**src/rtl/sync_fifo_16x16.sv**
```systemverilog
`default_nettype none
// ============================================================================
//  Module      : sync_fifo_16x16
//  Description : Addressed single-clock buffer with occupancy tracking.
//                Writers and readers supply explicit storage addresses; an
//                occupancy counter gates acceptance and drives empty/full.
//                Read data is registered (1-cycle latency, read-before-write).
//  Revision    : 1.0 - initial release
// ============================================================================
module sync_fifo_16x16 #(
    parameter int DATA_WIDTH = 16,
    parameter int ADDR_WIDTH = 4,
    parameter int RAM_DEPTH  = 16
) (
    input  logic                  clk,
    input  logic                  rst,
    input  logic                  wr_cs,
    input  logic                  wr_en,
    input  logic [DATA_WIDTH-1:0] data_in,
    input  logic [ADDR_WIDTH-1:0] address_to_write,
    input  logic                  rd_cs,
    input  logic                  rd_en,
    input  logic [ADDR_WIDTH-1:0] address_to_read,
    output logic [DATA_WIDTH-1:0] data_out,
    output logic                  empty,
    output logic                  full
);

    // Counter spans 0..RAM_DEPTH, hence one bit wider than the address.
    localparam logic [ADDR_WIDTH:0] c_FULL_COUNT  = (ADDR_WIDTH+1)'(RAM_DEPTH);
    localparam logic [ADDR_WIDTH:0] c_EMPTY_COUNT = '0;
    localparam logic [ADDR_WIDTH:0] c_ONE         = {{ADDR_WIDTH{1'b0}}, 1'b1};

    // Storage array; intentionally never cleared by reset.
    logic [DATA_WIDTH-1:0] r_mem [0:RAM_DEPTH-1];

    logic [ADDR_WIDTH:0]   r_count_q;
    logic [ADDR_WIDTH:0]   w_count_d;
    logic [DATA_WIDTH-1:0] r_data_out_q;
    logic [DATA_WIDTH-1:0] w_data_out_d;

    logic w_wr_req;
    logic w_rd_req;
    logic w_wr_accept;
    logic w_rd_accept;
    logic w_empty;
    logic w_full;

    // Flags decode straight from the registered counter, so they only move
    // at clock edges and cannot glitch between them.
    assign w_empty = (r_count_q == c_EMPTY_COUNT);
    assign w_full  = (r_count_q == c_FULL_COUNT);

    // Acceptance uses the pre-edge flags only: a read in the same cycle does
    // not make room for a write while full, nor does a write feed a read
    // while empty.
    assign w_wr_req    = wr_cs & wr_en;
    assign w_rd_req    = rd_cs & rd_en;
    assign w_wr_accept = w_wr_req & ~w_full;
    assign w_rd_accept = w_rd_req & ~w_empty;

    // Next occupancy: +1 write only, -1 read only, hold for both or neither.
    always_comb begin
        w_count_d = r_count_q;
        if (w_wr_accept && !w_rd_accept) begin
            w_count_d = r_count_q + c_ONE;
        end else if (w_rd_accept && !w_wr_accept) begin
            w_count_d = r_count_q - c_ONE;
        end
    end

    // Next read data: load addressed word on an accepted read, else hold.
    always_comb begin
        w_data_out_d = r_data_out_q;
        if (w_rd_accept) begin
            w_data_out_d = r_mem[address_to_read];
        end
    end

    // Control state with synchronous reset taking priority over requests.
    always_ff @(posedge clk) begin
        if (rst) begin
            r_count_q    <= '0;
            r_data_out_q <= '0;
        end else begin
            r_count_q    <= w_count_d;
            r_data_out_q <= w_data_out_d;
        end
    end

    // Storage write; the read above samples the old word on a same-address
    // collision because both use the pre-edge array contents.
    always_ff @(posedge clk) begin
        if (!rst && w_wr_accept) begin
            r_mem[address_to_write] <= data_in;
        end
    end

    assign data_out = r_data_out_q;
    assign empty    = w_empty;
    assign full     = w_full;

endmodule
`default_nettype wire

```
**config.mk**
```make
export PLATFORM = sky130hd
export DESIGN_NAME = sync_fifo_16x16
export DESIGN_NICKNAME = d
export VERILOG_FILES = /design/src/rtl/sync_fifo_16x16.sv
export SDC_FILE = /design/constraint.sdc
export NUM_CORES = 1
export LEC_CHECK = 0
export CAP_MARGIN = 0
export CORE_AREA = 3 3 159 161
export DETAILED_ROUTE_END_ITERATION = 8
export DIE_AREA = 0 0 162 164
export PLACE_DENSITY = 0.6
export SYNTH_ARGS = -nofsm -noshare
export SYNTH_HDL_FRONTEND = slang
export SYNTH_SLANG_ARGS = --single-unit
export TNS_END_PERCENT = 30
```
**constraint.sdc**
```tcl
create_clock -name clk -period 6.3 [get_ports clk]
set_input_delay 1.26 -clock clk [delete_from_list [all_inputs] [get_ports clk]]
set_output_delay 1.26 -clock clk [all_outputs]
set_load 0.1 [all_outputs]
```
# ---- After elaboration in Yosys (flattened, before gate mapping)
# Memory sizes are Yosys's and may differ from the RTL's. A register that Yosys moved wholly into a read port is not among the register bits.
# Index checks and enable logic that the tools add are counted.
# Widths: inputs -> output; s select.
dict set report totals {
  mem_count 1
  wordCells 23
  mem_bits_rw 256
  reg_bits 5
  input_bits 30
  output_inout_bits 18
}
dict set report op_classes {
  eq_ne 1
  n_reduce_logical 8
  bitwise_logic 6
  n_addsub 2
  mux 4
}
# memory depth width read_ports rd_clocked_by_memory_dff wr line_no
set mem_list {}
lappend mem_list {r_mem 16 16 1 1 1 35} ;# logic [DATA_WIDTH-1:0] r_mem [0:RAM_DEPTH-1];
# cell count
set op_table {}
lappend op_table {{$mux 5} 2}
lappend op_table {{$add 5x1->5 const B} 1}
lappend op_table {{$eq 5x5->1 const B} 1}
lappend op_table {{$logic_not 5->1} 1}
lappend op_table {{$sub 5x1->5 const B} 1}
lappend op_table {{$and 1x1->1} 4}
lappend op_table {{$logic_and 1x1->1} 3}
lappend op_table {{$logic_not 1->1} 3}
lappend op_table {{$mux 1} 2}
lappend op_table {{$not 1->1} 2}
lappend op_table {{$reduce_bool 2->1} 1}

# ---- Longest topological paths before layout
# Gate-level depths: netlist of the first run.
dict set report depth {
  depth_word 7
  depth_mapped 10
  mapped_depth_nobuf 10
}

# ---- Worst setup path after synthesis of the first run
# OpenSTA, ideal clock, no wires.
dict set report synth_timing {
  kind {input port to flip-flop}
  start {in rst}
  end {mem r_mem[8][0], enable pin}
  setup_slack_ns 2.768
  t_required_ns 5.891
  t_arrival_ns 3.123
  stages 4
  path_buffers 1
  setup_time_ns 0.409
  path_cell_list {buf_2 -> a2111oi_0 -> nand2_1 -> nor3_1}
}
dict set report synth_between {
  elab_chain_len 4
}
# element line_no
set synth_rtl {}
lappend synth_rtl {{from (decl)} 16} ;# input logic rst,
lappend synth_rtl {{$logic_not 1->1} 94} ;# if (!rst && w_wr_accept) begin
lappend synth_rtl {{$logic_and 1x1->1} 94}
lappend synth_rtl {{$mux 1} 94}
lappend synth_rtl {{$mux 1 (implied by the code)} 95} ;# r_mem[address_to_write] <= data_in;
lappend synth_rtl {{to (decl)} 35}
# Every way passes these cells.

# ---- Worst setup path after layout of the first run
dict set report layout_timing {
  start {reg r_count_q[0]}
  end {out full}
}
dict set report layout_between {
  elab_chain_len 1
}
# element line_no
set layout_rtl {}
lappend layout_rtl {{from (decl)} 37} ;# logic [ADDR_WIDTH:0] r_count_q;
lappend layout_rtl {{from (signal assigned)} 86} ;# r_count_q <= w_count_d;
lappend layout_rtl {{$eq 5x5->1} 52} ;# assign w_full = (r_count_q == c_FULL_COUNT);
lappend layout_rtl {{to (decl)} 26} ;# output logic full
# Every way passes these cells.

==> results of run 1 <==
[cell families after synthesis]
family / count (synthesis)
flops: 277
mux: 99
simple gates: 57
compound gates: 26
buf+inv: 24
fa+ha+maj: 5
xor+xnor: 3
[per-layer routing]
layer  track usage [%]  wire length [um]  up-vias
met2              29.4             11500       94
li1                  -                 -     2183
met1              23.3              9420     2678
met4              3.99               400        2
met5                 0                17        -
met3              2.90               795       33
[how the worst max path moves through the flow]
| stage | startpoint | endpoint | slack (ns) |
|---|---|---|---|
| CTS | r_count_q[0] | full | 2.23 |
| global placement | rst | r_mem[10][4] | 2.00 |
| detailed placement | rst | r_mem[10][3] | 1.94 |
| finish | r_count_q[0] | full | 2.22 |
| floorplan | rst | r_mem[8][0] | 2.77 |
| global route | r_count_q[0] | full | 2.12 |
[layout by cell type, fill, tap and decap left out, types with 2 or more instances in the layout]
cell	n
clkdlybuf4s50_1	44
nand2b_1	3
bufinv_16	2
nand2_1	3
a21oi_1	3
a221o_1	14
mux2i_1	18
xor2_1	2
buf_2	2
mux2_2	17
clkbuf_16	29
nor2_2	12
ha_1	4
edfxtp_1	256
clkinvlp_4	2
clkbuf_8	2
clkinv_2	3
nor2_1	26
clkbuf_1	8
nand3b_1	2
a221o_2	2
mux4_2	64
buf_4	9
nor3_2	4
clkinv_1	6
dfxtp_1	21
[metrics by stage]
| step | total power, W | hold WS [ns] | std cells |
|---|---|---|---|
| 6_report | 0.00426 | 0.492 | 899 |
| 3_5_place_dp | 0.00271 | 0.476 | 847 |
| 4_1_cts | 0.00430 | 0.490 | 899 |
| 3_3_place_gp | 0.00269 | 0.470 | 847 |
| 5_1_grt | 0.00442 | 0.519 | 899 |
| 2_1_floorplan | 0.00255 | 0.489 | 491 |
[power groups by stage]
stage / clock network [W] / logic (W) / registers (W)
finish: 0.00159 / 0.000584 / 0.00208
detailed placement: 0 / 0.000588 / 0.00212
global route: 0.00171 / 0.000620 / 0.00209
CTS: 0.00163 / 0.000590 / 0.00208
global placement: 0 / 0.000575 / 0.00212
floorplan: 0 / 0.000312 / 0.00224
[critical path, stage by stage (launching register included)]
cell	delay (ns)
dfxtp_1	0.36
nor4_1	0.56
and2_1	0.24
clkdlybuf4s50_1	1.14
[sequential cells by signal, indices dropped and copies added (netlist names)]
name and cells:
r_count_q 5, data_out 16, r_mem 256
[final cells by class]
type,instances,area (um2)
Clock buffer,39,783
Fill cell,1922,11700
Clock inverter,13,113
Sequential cell,277,8110
Tap cell,324,405
Multi-Input combinational cell,190,2490
Inverter,1,3.75
Timing Repair Buffer,55,518
==> metrics.md, run 1 <==
| Metric | Value |
|---|---|
| Synth Area in Compound Gates | 2.48% |
| Post-CTS sizing | 0 |
| Post-synthesis mux area share | 17.0% |
| Dpl ws | 1.94 ns |
| Worst R2R Setup Slack | 3.31 ns |
| Worst reg2reg startpoint | r_count_q[0] |
| DP HPWL | 13.5 mm |
| Syn avg cell area | around 22 um2 |
| Gate power share | between 10 and 15% |
| RSZ-0062 raised after global routing | no |
| Startpoint Class | register |
| Minimum clock period | roughly 4.1 ns |
| Hold Path Class | register to register |
| Via count | ~5,000 |
| Max transition margin | about a fifth |
| Sequential Power Share | just under 50% |
| Worst-path clk slew | around 0.060 ns |
| 1st-pass router iterations | 5 |
| Layout cell share with drive strength beyond 1 | 26.6% |
| Worst Reg2Reg Path Length in Cells | 4 |
| Worst-Skew Late Latency | around 0.53 ns |
| H-Tree Depth | 1 |
| Most used DFF post-synth | edfxtp_1 |
| Core Footprint | 24,100 um2 |
| FP Rows | 57 |
| Antenna cells | 0 |
| Hold path start | data_out[14] |
| Mapped Cells | just under 500 |
| Max-slew violation count | 0 |
| Gr usage total | between 15 and 20% |
| Reg-to-Reg End | r_mem[10][0] |
| Synth top area cells | edfxtp_1 72%, mux4_2 13%, dfxtp_1 3.9% |
| Sequential-to-total area share from yosys stat | 75.8% |
| Buffers on Ports | between 40 and 50 |
| Largest family of logic cells by synthesized area | multiplexers |
| Yosys reg bits | 277 |
| Post-synth top area cell | edfxtp_1 |
| TritonCTS Buffers | 28 |
| IO Pins | between 40 and 50 |
| Synth warnings | 0 |
| Vias per cell | roughly 5.6 |
| Clock power frac | 37.4% |
| TNS Setup | 0 ns |
| Post-CTS setup buffers | 0 |
| Overflow after GRT | 0 |
| CTS Sinks | approximately 280 |
| Vias in the first global route | about 5,200 |
| Count of different cell masters after synthesis | 38 |
| Area grow syn2layout | 16.2% |
| Fin util | about half |
| Status | complete, no violations |
| Internal power | approximately 0.0032 W |
| Worst-path fanout max | 5 |
| F_max | about 240 MHz |
| Clk buf depth | 3 |
| Layout Skew | approximately 0.013 ns |
| Worst Hold Depth | 1 |
| Simple-gate area share of the yosys netlist | roughly 2.5% |
| Mapped Area | about 11,000 um2 |
| Placed cell area | around 12,000 um2 |
| Peak supply drop | between 100 and 150 uV |
| Leakage | around 4 nW |
| Pwr Density | 343 nW/um2 |
| Most instantiated library cell after synthesis | edfxtp_1 |
| Final wirelength | 22.1 mm |
| # DRC | 0 |
| Gpl congestion | 0.790 |
| Final ANT Viol Nets | 0 |
| Final setup vio count | 0 |
| P_sw | around 0.0011 W |
| Class of the most critical setup path | register to primary output |
| Syn_nets | ~530 |
| CP Data Required Time | approximately 5.0 ns |
| Adder-cell area share of the yosys netlist | 0.655% |
| Die Span Y | about 160 um |
| 1st-iter DRT viols | 300 |
| Final Worst Setup Slack | roughly 2.2 ns |
| Hold-fix buffer count after cts | 0 |
| CTS root buf | clkbuf_16 |
| Yosys top cell area share | ~72% |
| Max Cap Viol | 0 |
| Fin crit share | around two thirds |
| Final number of hold-violating endpoints | 0 |
| Chip Width | between 150 and 200 um |
| Commonest cells in the netlist | 256 x edfxtp_1, 64 x mux4_2, 38 x nor2_1 |
| Sw Share | about 25% |
| Routed len/inst | ~25 um |
| EDFF count, synth | ~260 |
| Antenna violations before repair | 1 |
| CTS tree | yes |
| Final nets | just under 600 |
| Synth Area in XOR/XNOR | less than 1% |
| Hold Path End | data_out[14] |
| CP Capture Type | primary output |
| Worst-Margin Slew | roughly 1.2 ns |
| First-pass GRT wire length | roughly 34 mm |
| Pin count of the biggest net entering global routing | 49 |
| Fraction of registers with async set/reset | 0% |
| Cell area after layout | 12,400 um2 |
| Critical Path AT | ~2.8 ns |
| Die area | 26,600 um2 |
| Starting Density | 44.3% |
(Power assumes the default switching activity.)
==> run 2: changes to the inputs <==
- PLACE_DENSITY: 0.6 -> 0.63
- clock period: 6.3 -> 3.5 ns (I/O delays scaled with it)
==> run 2 against run 1 <==
  * Via count up 1.3%
  * Critical path depth up 6
  * Global-route usage up 0.072 points
==> metrics.md, run 2 (synthesis gave the netlist of run 1 again) <==
| Metric | Value |
|---|---|
| CTS tree | yes |
| Reg-to-Reg End | r_count_q[4] |
| First-pass GRT wire length | 34.0 mm |
| DP HPWL | between 10 and 15 mm |
| Met2 wire length | 11.2 mm |
| Final nets | about 610 |
| Final ANT Viol Nets | 0 |
| Crit-path cells | or4_4 -> o211ai_4 -> ha_1 -> inv_1 -> fa_1 -> a21o_1 -> a21oi_1 -> mux2i_1 -> mux2_2 |
| Minimum clock period | between 2 and 3 ns |
| Final setup vio count | 0 |
| Via count | 5,056 |
| Slowest CP cell | or4_4 |
| Final number of hold-violating endpoints | 0 |
| Buffers on Ports | between 40 and 50 |
| Clk buf depth | 3 |
| H-Tree Depth | 1 |
| Max Cap Viol | 0 |
| Class of the most critical setup path | register to register |
| Status | complete, no violations |
| TNS Setup | 0 ns |
| Final wirelength | around 22 mm |
| Most flops, register | r_mem |
| Worst-path clk slew | around 0.060 ns |
| Vias per cell | 5.53 |
| Fin util | roughly 52% |
| Worst path top cell family by delay | adder cells |
| Critical Path AT | 3.35 ns |
| Pin count of the biggest net entering global routing | between 60 and 70 |
| Core Footprint | around 24,000 um2 |
| DRT met1 WL | around 9.6 mm |
| Worst Reg2Reg Path Length in Cells | 9 |
| Chip Width | roughly 160 um |
| Post-CTS setup buffers | 0 |
| Hold path start | data_out[5] |
| Gpl congestion | roughly 0.8 |
| Antenna cells | 0 |
| F_max | approximately 340 MHz |
| Number of flip-flops in the largest register | about 260 |
| Metal3 WL | between 1 and 1.5 mm |
| Worst R2R Setup Slack | 0.57 ns |
| Fin crit share | a little over four fifths |
| Most common cell after layout, fill and taps aside | edfxtp_1 |
| Max Used Layer | met4 |
| Worst-path fanout max | 5 |
| Dpl ws | between 0.3 and 0.4 ns |
| Die Span Y | ~160 um |
| CTS root buf | clkbuf_16 |
| IO Pins | 48 |
| # DRC | 0 |
| Post-CTS sizing | 0 |
| Worst Hold Depth | 1 |
| Worst reg2reg startpoint | r_count_q[0] |
| CTS Sinks | 277 |
| TritonCTS Buffers | 27 |
| CP bufs+invs | 1 |
| Startpoint Class | register |
| FP Rows | 57 |
| Pwr Density | 612 nW/um2 |
| Overflow after GRT | 0 |
| Routed len/inst | ~24 um |
| Area grow syn2layout | 17.6% |
| Antenna violations before repair | 0 |
| Fillers | just under 2,000 |
| Max transition margin | between 30% and 40% |
| Max-slew violation count | 0 |
| 1st-iter DRT viols | about 440 |
| Hold Path Class | register to register |
| RSZ-0062 raised after global routing | no |
| Die area | ~27,000 um2 |
| Worst-Skew Late Latency | around 0.53 ns |
| 1st-pass router iterations | 5 |
| CP max stage delay | slightly above 0.6 ns |
| Worst-Margin Slew | 0.991 ns |
| CP Data Required Time | roughly 3.9 ns |
| Peak supply drop | approximately 300 uV |
| CP Capture Type | register |
| Layout cell share with drive strength beyond 1 | between 30% and 40% |
| Vias in the first global route | 5,349 |
| Starting Density | approximately 44% |
| Gr usage total | between 15 and 20% |
| Hold Path End | data_out[5] |
| Layout Skew | a little over 0.009 ns |
| Leakage | 4.07 nW |
| Final Worst Setup Slack | approximately 0.57 ns |
| Commonest non-fill, non-tap cells in the layout | 256 x edfxtp_1, 64 x mux4_2, 35 x clkdlybuf4s50_1 |
| Hold-fix buffer count after cts | 0 |
## run 2: cell count changes in the layout (fill, tap and decap cells not counted), sizes merged
cell,delta
clkinvlp,+1
buf,+27
clkbuf,-6
clkdlybuf4s50,-9
bufinv,+1
inv,+2
## run 2: worst register-to-register path, stage by stage (launching register included)
cell      delay [ns]
dfxtp_1         0.37
or4_4           0.61
o211ai_4        0.21
ha_1            0.20
inv_1           0.11
fa_1            0.42
a21o_1          0.17
a21oi_1         0.17
mux2i_1         0.21
mux2_2          0.35
## run 2: cell type report
type / instances / area, um2 / area share (%)
tap: 324 / 405 / 3.22
clock buffer: 33 / 728 / 5.79
clock inverter: 17 / 175 / 1.39
inverter: 1 / 3.75 / 0.0298
timing repair buffer: 73 / 668 / 5.31
multi-input combinational: 190 / 2490 / 19.8
sequential: 277 / 8110 / 64.5
## run 2: worst max path at each step
| stage | cells after the start | startpoint | slack (ns) | end |
|---|---|---|---|---|
| 2_1_floorplan | 10 | r_count_q[0] | 0.23 | r_count_q[4] |
| 3_3_place_gp | 9 | rd_cs | 0.45 | r_count_q[4] |
| 3_5_place_dp | 9 | rd_cs | 0.36 | r_count_q[4] |
| 4_1_cts | 9 | r_count_q[0] | 0.57 | r_count_q[4] |
| 5_1_grt | 10 | r_count_q[0] | 0.36 | r_count_q[4] |
| 6_report | 9 | r_count_q[0] | 0.57 | r_count_q[4] |
## run 2: power breakdown
group | switching [W] | leakage (nW) | internal (W)
clock network | 0.00120 | 0.442 | 0.00171
registers | 0.0000658 | 2.47 | 0.00369
logic | 0.000690 | 1.16 | 0.000349
## run 2: per-layer routing
metal	up-vias	GRT usage, %
met3	36	2.37
met5	-	0
li1	2218	-
met2	134	28.9
met4	0	5.12
met1	2668	23.7
## run 2: metrics by stage
step / hold WS (ns) / instance area, um2 / cells / total power [W]
after floorplan: 0.489 / 10700 / 491 / 0.00458
after global placement: 0.480 / 11700 / 865 / 0.00484
after detailed placement: 0.479 / 11700 / 865 / 0.00487
after CTS: 0.496 / 12600 / 915 / 0.00776
after global routing: 0.521 / 12600 / 915 / 0.00796
final: 0.495 / 12600 / 915 / 0.00770
==> run 3: changes to the inputs <==
- clock period: 3.5 -> 2.61 ns (I/O delays scaled with it)
==> run 3 against run 2 <==
  * Cell count rose by 2.6%
  * Fmax up 14%
  * Setup slack worse by 0.52 ns
  * Combinational power up 65%
  * Via count increased by 1.9%
  * Die area unchanged
  * Sequential power up 34%
  * Critical path type unchanged
  * Largest power group unchanged
==> metrics.md, run 3 (synthesis gave the netlist of run 1 again) <==
| Metric | Value |
|---|---|
| Final number of hold-violating endpoints | 0 |
| Most common cell after layout, fill and taps aside | edfxtp_1 |
| Gr usage total | roughly 17% |
| Critical Path AT | between 2 and 3 ns |
| Layout Skew | 0.0103 ns |
| Most flops, register | r_mem |
| Fin util | between 50% and 60% |
| Core Footprint | 24,100 um2 |
| Final setup vio count | 0 |
| Final wirelength | 22.7 mm |
| Chip Width | roughly 160 um |
| Die Span Y | 164 um |
| Dpl cells | just under 900 |
| F_max | 389 MHz |
| Buffers on Ports | 47 |
| CP Data Required Time | 3.02 ns |
| RSZ-0062 raised after global routing | yes |
| Via count | ~5,200 |
| Dpl ws | -0.185 ns |
| Worst-Margin Slew | around 0.77 ns |
| Worst-Skew Late Latency | roughly 0.52 ns |
| Fin cells | 939 |
| TritonCTS Buffers | 27 |
| Class of the most critical setup path | register to register |
| 1st-pass router iterations | 4 |
| Layout cell share with drive strength beyond 1 | between 30% and 40% |
| Gpl congestion | 0.829 |
| CTS Sinks | roughly 280 |
| Total power | a little over 0.01 W |
| CP Capture Type | register |
| Fillers | ~1,900 |
| Max transition margin | between 40% and 50% |
| Fin crit share | approximately 100% |
| Worst-path clk slew | ~0.060 ns |
| Final ANT Viol Nets | 0 |
| Worst-path fanout max | 3 |
| CTS tree | yes |
| Antenna violations before repair | 0 |
| Hold-fix buffer count after cts | 0 |
| Pin count of the biggest net entering global routing | 65 |
| Starting Density | around 44% |
| # DRC | 0 |
| Vias per cell | 5.49 |
| Peak supply drop | about 430 uV |
| Vias in the first global route | 5,473 |
| Overflow after GRT | 0 |
| Pwr Density | around 790 nW/um2 |
| Number of flip-flops in the largest register | 256 |
| Minimum clock period | ~2.6 ns |
| Clk buf depth | 3 |
| Hold Path Class | register to register |
| Max Cap Viol | 0 |
| Max-slew violation count | 0 |
| DP HPWL | approximately 13 mm |
| Area grow syn2layout | 20.9% |
| TNS Setup | 0 ns |
| Final Worst Setup Slack | between 0.04 and 0.05 ns |
| Final nets | about 630 |
| CTS root buf | clkbuf_16 |
| Routed len/inst | roughly 24 um |
| H-Tree Depth | 1 |
| Status | complete, no violations |
| 1st-iter DRT viols | 478 |
| FP Rows | 57 |
| Die area | ~27,000 um2 |
| Leakage | about 4.2 nW |
| Startpoint Class | register |
| IO Pins | between 40 and 50 |
| Commonest non-fill, non-tap cells in the layout | 256 x edfxtp_1, 64 x mux4_2, 51 x buf_4 |
| First-pass GRT wire length | 34.3 mm |
## run 3: cell count changes in the layout (fill, tap and decap cells not counted), sizes merged, moves of 2 or more
cell | before | now
bufinv | 3 | 0
buf | 38 | 73
clkdlybuf4s50 | 35 | 26
clkinv | 9 | 13
clkinvlp | 3 | 1
## run 3: repair_timing
item / 4_1_cts / 5_1_grt
endpoints found under the setup margin: 1 / 2
gates resized for setup: 6 / 1
pin swaps: 4 / 1
buffers inserted: 2 / 0
## run 3: final cells by class
type / count / area (um2) / area share (%)
flip-flops and latches: 277 / 8110 / 62.7
clock buffers: 32 / 726 / 5.62
diodes: 1 / 2.50 / 0.0194
inverters: 1 / 3.75 / 0.0291
well taps: 324 / 405 / 3.14
multi-input cells: 190 / 2540 / 19.7
repair buffers: 99 / 1050 / 8.15
clock inverters: 15 / 80.1 / 0.620
## run 3: per-layer routing
layer | wire (um) | vias up | track usage (%)
li1 | - | 2274 | -
met1 | 9720 | 2764 | 23.2
met2 | 11800 | 98 | 30.5
met3 | 980 | 15 | 3.00
met4 | 205 | 0 | 3.26
met5 | 0 | - | 0
## run 3: worst paths after layout
path	endpoint	cells past startpoint	startpoint	slack, ns
hold / removal	data_out[12]	1	data_out[12]	0.50
setup reg to reg	r_count_q[4]	9	r_count_q[3]	0.04
hold reg to reg	data_out[12]	1	data_out[12]	0.50
setup / recovery	r_count_q[4]	9	r_count_q[3]	0.04
## run 3: metrics by stage
step           hold slack (ns)  instance area (um2)
2_1_floorplan            0.498                10700
3_3_place_gp             0.475                12100
3_5_place_dp             0.485                12100
4_1_cts                  0.501                12900
5_1_grt                  0.512                12900
6_report                 0.497                12900
## run 3: power by group
part           leakage [nW]  internal (W)  switching, W
sequential             2.47       0.00494     0.0000613
combinational          1.37      0.000703       0.00102
clock                 0.400       0.00198       0.00156
## run 3: critical path, cell delays in order, from the launching register on
cell and delay (ns):
dfxtp_1 0.31, or4_4 0.55, o211ai_4 0.21, ha_4 0.17
inv_2 0.05, fa_2 0.34, a21o_1 0.17, a21oi_2 0.13
mux2i_1 0.20, mux2_2 0.34
